### src/rtl/instruction_fetch_pkg.sv
// Shared fetch-stage definitions: trap codes seen by the decoder, fetch FSM
// state encodings and the entry format carried by the output and skid registers.
package instruction_fetch_pkg;

  localparam logic [7:0] TRAP_NONE            = 8'h00;
  localparam logic [7:0] TRAP_STALL           = 8'h01;
  localparam logic [7:0] TRAP_BAD_INSTRUCTION = 8'h02;
  localparam logic [7:0] TRAP_SYSCALL         = 8'h03;
  localparam logic [7:0] TRAP_FETCH_FAULT     = 8'h04;
  localparam logic [7:0] TRAP_FETCH_MISALIGN  = 8'h05;

  localparam logic [1:0] ST_FETCH = 2'd0;
  localparam logic [1:0] ST_HOLD  = 2'd1;
  localparam logic [1:0] ST_FLUSH = 2'd2;
  localparam logic [1:0] ST_FAULT = 2'd3;

  typedef struct packed {
    logic [31:0] ins;
    logic [31:0] pc;
    logic [7:0]  exc;
  } fetch_entry_t;

  function automatic fetch_entry_t bubble_entry();
    fetch_entry_t e;
    e.ins = 32'h0;
    e.pc  = 32'h0;
    e.exc = TRAP_STALL;
    return e;
  endfunction

endpackage

### src/rtl/instruction_fetch_skid.sv
// Single-entry holding register for a fetch response that lands while decode is stalled.
// Clear wins over load so a redirect always drops a parked response.
module fetch_skid_buffer
  import instruction_fetch_pkg::*;
(
  input  logic         clk,
  input  logic         rst,
  input  logic         load,
  input  logic         clear,
  input  fetch_entry_t load_entry,
  output logic         vld,
  output fetch_entry_t entry
);

  always_ff @(posedge clk) begin
    if (!rst || clear) begin
      vld   <= 1'b0;
      entry <= bubble_entry();
    end else if (load) begin
      vld   <= 1'b1;
      entry <= load_entry;
    end
  end

endmodule

### src/rtl/instruction_fetch.sv
// Instruction fetch stage: one outstanding imem read, one-cycle ack-to-ir latency,
// stall-tolerant via a single skid entry, redirect/flush handling and fetch traps.
module instruction_fetch
  import instruction_fetch_pkg::*;
#(
  parameter logic [31:0] RESET_VECTOR = 32'h0000_0000
) (
  input  logic        clk,
  input  logic        rst,
  output logic        imem_req,
  output logic [31:0] imem_addr,
  input  logic        imem_ack,
  input  logic [31:0] imem_rdata,
  input  logic        imem_err,
  input  logic        stall,
  input  logic        redirect_en,
  input  logic [31:0] redirect_pc,
  output logic [31:0] ir,
  output logic [31:0] ir_pc,
  output logic        ir_valid,
  output logic [7:0]  exception_out
);

  logic [1:0]   state;
  logic [31:0]  pc;
  logic [31:0]  flush_addr;
  logic         armed;
  fetch_entry_t out_q;
  logic         out_vld;

  logic         acked;
  logic         hold_out;
  logic         misaligned;
  fetch_entry_t fetched;
  logic         skid_load;
  logic         skid_clear;
  logic         skid_vld;
  fetch_entry_t skid_q;

  // armed keeps the bus quiet for the first cycle out of reset so a late ack
  // from an abandoned pre-reset request can never be taken.
  assign imem_req   = armed && (state == ST_FETCH || state == ST_FLUSH);
  assign imem_addr  = (state == ST_FLUSH) ? flush_addr : pc;
  assign acked      = imem_ack && imem_req;
  assign hold_out   = stall && out_vld;
  assign misaligned = redirect_pc[1:0] != 2'b00;

  always_comb begin
    fetched.ins = imem_err ? 32'h0 : imem_rdata;
    fetched.pc  = pc;
    fetched.exc = imem_err ? TRAP_FETCH_FAULT : TRAP_NONE;
  end

  assign skid_load  = !redirect_en && state == ST_FETCH && acked && hold_out;
  assign skid_clear = redirect_en || (state == ST_HOLD && !stall);

  fetch_skid_buffer u_skid (
    .clk        (clk),
    .rst        (rst),
    .load       (skid_load),
    .clear      (skid_clear),
    .load_entry (fetched),
    .vld        (skid_vld),
    .entry      (skid_q)
  );

  always_ff @(posedge clk) begin
    if (!rst) begin
      state      <= ST_FETCH;
      pc         <= RESET_VECTOR;
      flush_addr <= RESET_VECTOR;
      armed      <= 1'b0;
      out_q      <= bubble_entry();
      out_vld    <= 1'b0;
    end else begin
      armed <= 1'b1;
      if (redirect_en) begin
        pc      <= redirect_pc;
        out_vld <= 1'b0;
        if (misaligned) begin
          out_q.ins <= 32'h0;
          out_q.pc  <= redirect_pc;
          out_q.exc <= TRAP_FETCH_MISALIGN;
          state     <= ST_FAULT;
        end else begin
          out_q <= bubble_entry();
          // An unacked read must keep its address on the bus; drain it first.
          if (imem_req && !imem_ack) begin
            state <= ST_FLUSH;
            if (state != ST_FLUSH) flush_addr <= pc;
          end else begin
            state <= ST_FETCH;
          end
        end
      end else begin
        case (state)
          ST_FETCH: begin
            if (acked) begin
              if (!imem_err) pc <= pc + 32'd4;
              if (hold_out) begin
                state <= ST_HOLD;
              end else begin
                out_q   <= fetched;
                out_vld <= !imem_err;
                if (imem_err) state <= ST_FAULT;
              end
            end else if (!hold_out) begin
              out_q   <= bubble_entry();
              out_vld <= 1'b0;
            end
          end
          ST_HOLD: begin
            if (!stall) begin
              out_q   <= skid_vld ? skid_q : bubble_entry();
              out_vld <= skid_vld && skid_q.exc == TRAP_NONE;
              state   <= (skid_vld && skid_q.exc != TRAP_NONE) ? ST_FAULT : ST_FETCH;
            end
          end
          ST_FLUSH: begin
            if (acked) state <= ST_FETCH;
          end
          default: begin
            state <= ST_FAULT;
          end
        endcase
      end
    end
  end

  assign ir            = out_q.ins;
  assign ir_pc         = out_q.pc;
  assign ir_valid      = out_vld;
  assign exception_out = out_q.exc;

endmodule

### config.mk
export PLATFORM = sky130hd
export DESIGN_NAME = instruction_fetch
export DESIGN_NICKNAME = d
export VERILOG_FILES = /design/src/rtl/instruction_fetch_pkg.sv /design/src/rtl/instruction_fetch_skid.sv /design/src/rtl/instruction_fetch.sv
export SDC_FILE = /design/constraint.sdc
export NUM_CORES = 1
export LEC_CHECK = 0
export CAP_MARGIN = 20
export CORE_MARGIN = 4
export CORE_UTILIZATION = 50
export DETAILED_ROUTE_END_ITERATION = 8
export HOLD_SLACK_MARGIN = 0.03
export PLACE_DENSITY = 0.76
export SLEW_MARGIN = 20
export SYNTH_ARGS = -nofsm -noshare
export SYNTH_HDL_FRONTEND = slang
export SYNTH_SLANG_ARGS = --single-unit
### constraint.sdc
create_clock -name clk -period 5.3 [get_ports clk]
set_input_delay 1.06 -clock clk [delete_from_list [all_inputs] [get_ports clk]]
set_output_delay 1.06 -clock clk [all_outputs]
set_load 0.05 [all_outputs]
# == Word level (Yosys, flattened, before mapping) ==
# Cells that the tools add are included.
# W data, S select, Z words.
# word_totals
ff_bits,213
latch_bits,0
ramBits,0
romBits,0
inputBits,70
output_inout_bits,106
memories,0
# op_classes
addsub,1
mul,0
n_div,0
n_lt_le_gt_ge,0
n_eq_ne,11
shifts,0
muxes,31
bitwise,2
n_reduce_logical,32
# ops
op,count
$mux W72,6
$mux W32,6
$pmux W72 S2,1
$mux W40,1
$add A32 B3 Y32 const B,1
$mux W2,9
$ne A3 B3 Y1 const B,4
$logic_and A1 B1 Y1,10
$reduce_and A3 Y1,3
$logic_not A8 Y1,1
$reduce_and A4 Y1,2
$reduce_bool A2 Y1,4
$reduce_bool A8 Y1,1
$ne A2 B2 Y1 const B,3
$pmux W2 S3,1
$logic_not A1 Y1,5
$mux W1,5
$ne A4 B4 Y1 const B,1
$logic_or A1 B1 Y1,3
$mux W3,1
$reduce_bool A3 Y1,1
$eq A2 B1 Y1 const B,1
$eq A2 B2 Y1 const B,1
$logic_not A2 Y1,1
4 further kinds,5

# == Longest topological paths before layout ==
# logic_depth
depth_word,7
ltp_mapped,9

# == Modules after synthesis ==
# A second synthesis with hierarchy kept.
# hier_totals
hier_cells,1103
hier_area_um2,9831.9
# by_module_without_submodules
module,n_inst,cells_per_inst,area_each_um2,seq_area_each_um2
instruction_fetch,1,867,7160.6,2802.7
fetch_skid_buffer,1,236,2671.3,1461.4

# == Least setup slack after synthesis ==
# No wires, ideal clock.
# synth_timing
path_type,register -> output
from,register state[0]
to,output imem_addr[10]
arrival_ps,1759
required_ps,4240
path_slack_ps,2481
path_stages_with_launch,7
path_buffers,4
cell_sequence,dfxtp_1 > clkbuf_1 > buf_2 > nand2b_1 > clkbuf_1 > buf_2 > mux2_2
# synth_between
elab_chain_len,2
# synth_rtl
element,line_no,source
from (decl),instruction_fetch.sv:24,logic [1:0] state;
from (signal assigned),instruction_fetch.sv:116,state <= (skid_vld && skid_q.exc != TRAP_NONE) ? ST_FAULT : ST_FETCH;
$eq A2 B2 Y1,instruction_fetch.sv:43,assign imem_addr = (state == ST_FLUSH) ? flush_addr : pc;
$mux W32,instruction_fetch.sv:43,
to (decl),instruction_fetch.sv:11,"output logic [31:0] imem_addr,"
# No other way between the ends.

# == Worst setup path in the final report ==
# layout_timing
from,register state[0]
to,output imem_addr[23]
# Same word-level chain as after synthesis.

==> metrics.csv <==
metric,value,unit
outcome,"complete, no violations",
"non-filler cells, final",1450,
Worst Setup End Kind,primary output,
fin nets,1280,
Synth Cell Area,9150,sq um
reg2reg path depth,5,
top post-synthesis cells by area,"dfxtp_1, nand2_1, a21oi_1, mux2_2, o21ai_0",
mux cell area share after synthesis,4.27,%
PwrDens,317,nW/um^2
Core Area,18000,sq um
Max Cap Viol,0,
Die Span X,143,um
RSZ-0062 raised after global routing,false,
largest net degree at the start of global routing,83,
Pleak,3.90,nW
most frequent cells in the layout,"nand2_1, dfxtp_1, clkdlybuf4s50_1",
Compound-Gate Fraction of Synth Area,21.7,%
clk slew on worst S/H paths,0.06,ns
WHS,0.452,ns
CP Class,flop to primary output,
CTS tree,built,
ys async rst share,0,%
GPL Wtd Cong,0.844,
HP Start,flush_addr[8],
yosys warns,0,
"Seq/Total Area, Yosys",44.0,%
Final Cycle Share,73.6,%
ratio of cells with drive above 1 in the final layout,8.11,%
# rows,49,
vias,8480,
Final Max Slew Viols,0,
Die H,143,um
Syn Inst Count,1105,
Hold Path Class,flop to flop,
setup slack after layout,1.40,ns
Synth Area in Simple Gates,22.0,%
H-tree depth,1,
RR Startpoint,state[0],
hold buffers post-CTS,0,
Final Critical Period,3.90,ns
Placed Area,10800,sq um
Critical Path RT,4.24,ns
Synth-to-Final Area Change,25.3,%
Mean Syn Cell Area,8.28,sq um
Slew @ Worst Pin,0.953,ns
largest family of logic cells by synthesized area,simple AND/OR/NAND/NOR gates,
Placed Cells incl. Taps,1415,
fin area,11500,sq um
initial antenna violation count,0,
WHS Path Cells,2,
fmax,257,MHz
drt drc,0,
Clock Latency Late Sink,0.49,ns
vias per cell,5.85,
Final HPWL DP,16600,um
GRT Total Usage,24.5,%
global-route wire length before repair,41500,um
Slew headroom,36.3,%
crit path from,state[0],
Worst setup SP type,flop,
post_cts resized,0,
post-CTS setup buffers,0,
root buffer cell,clkbuf_16,
Final Hold Viols,0,
Unique masters post-synth,59,
register bit total from synthesis,201,
vias in the first global route,7815,
crit-path max FO,21,
reg2reg setup slack,2.81,ns
clock sink count,201,
"commonest non-fill, non-tap cell in the layout",nand2_1,
Peak VDD IR,0.241,mV
pre-CTS setup slack,1.54,ns
Die ar.,20500,sq um
Avg WL per Cell,18.0,um
Synth area leader,dfxtp_1,
IO Pins,176,
Final Skew,0.0115,ns
Antenna Cells,0,
# port buffers,169,
initial drt markers,926,
Adder-Cell Fraction of Synth Area,0.137,%
Initial Utilization,50.9,%
Final setup viols,0,
Max clock buf depth,3,
setup TNS,0,ns
gr ovfl total,0,
top-area cell type share of the netlist area,44.0,%
Synth Flop Type,dfxtp_1,
"wirelength, routed",26100,um
Initial DRT Pass Iterations,8,
Post-synth EDFFs,0,
Final ANT Viol Nets,0,
arrival time worst endpoint,2.84,ns
xor/xnor cell area share of the yosys netlist,2.20,%
total CTS buffers,21,
## report_power, final
part	switching, mW	total [mW]	leakage [nW]	internal, mW
clock	0.582	1.37	0.308	0.784
sequential	0.0636	1.62	1.63	1.56
combinational	0.404	0.643	1.96	0.239
## metal layers
metal / GRT usage [%] / routed length (um)
met1: 34.5 / 11500
met2: 39.0 / 11900
met3: 4.35 / 2000
met4: 6.69 / 669
met5: 0 / 0
## per-stage QoR
step / power (mW) / util [%]
5_1_grt: 3.76 / 63.8
3_3_place_gp: 2.29 / 60.4
3_5_place_dp: 2.29 / 60.4
6_report: 3.63 / 63.8
2_1_floorplan: 2.07 / -
4_1_cts: 3.66 / 63.8
## final timing paths
check                                      to
worst max-delay path            imem_addr[23]
worst min-delay path            flush_addr[8]
worst max register to register         ir[24]
worst min register to register  flush_addr[8]
## state kept, by name (all words and copies together), names as in the netlist
signal,cells
ir_valid,1
state,2
ir,32
ir_pc,32
pc,32
flush_addr,32
armed,1
u_skid.vld,1
u_skid.entry,66
exception_out,2
## synth_stat cells, types with 4 or more instances
master    instances
buf_2            21
and2_1            5
nor2b_1           4
buf_1            10
a21boi_0         30
a211oi_1         20
nor4_1            6
nor3b_1          29
clkbuf_1         75
o211ai_1          4
a222oi_1         30
nand3_1          17
nand2_1         233
mux2_2           32
o21ai_0          61
nand3b_1         31
a31oi_1          36
buf_4             6
nor2_1           42
xnor2_1          20
nor3_1           14
a21oi_1          86
nand4_1           7
a21boi_1          4
inv_1            12
nand2b_1          8
dfxtp_1         201
o211a_1          14
## worst max-delay path: stages (launching register included)
cell and delay, ns:
dfxtp_1 0.70, nand2b_1 0.21, buf_4 0.33, mux2_2 0.39, clkdlybuf4s50_1 0.70
## logic make-up after synthesis
kind of cell               after synthesis
muxes                                   35
buffers and inverters                  126
AOI/OAI and AO/OA                      303
and+or+nand+nor                        415
DFF                                    201
xor gates and xnor gates                23
adders and majority gates                1
other                                    1
## area by class of cell
cell class | count | area [sq um]
sequential | 201 | 4020
clock inverter | 3 | 15.0
tap | 229 | 287
clock buffer | 32 | 607
multi-input combinational | 783 | 4660
fill | 1596 | 6490
timing repair buffer | 189 | 1830
inverter | 13 | 48.8
Power figures use the tool's default switching activity.
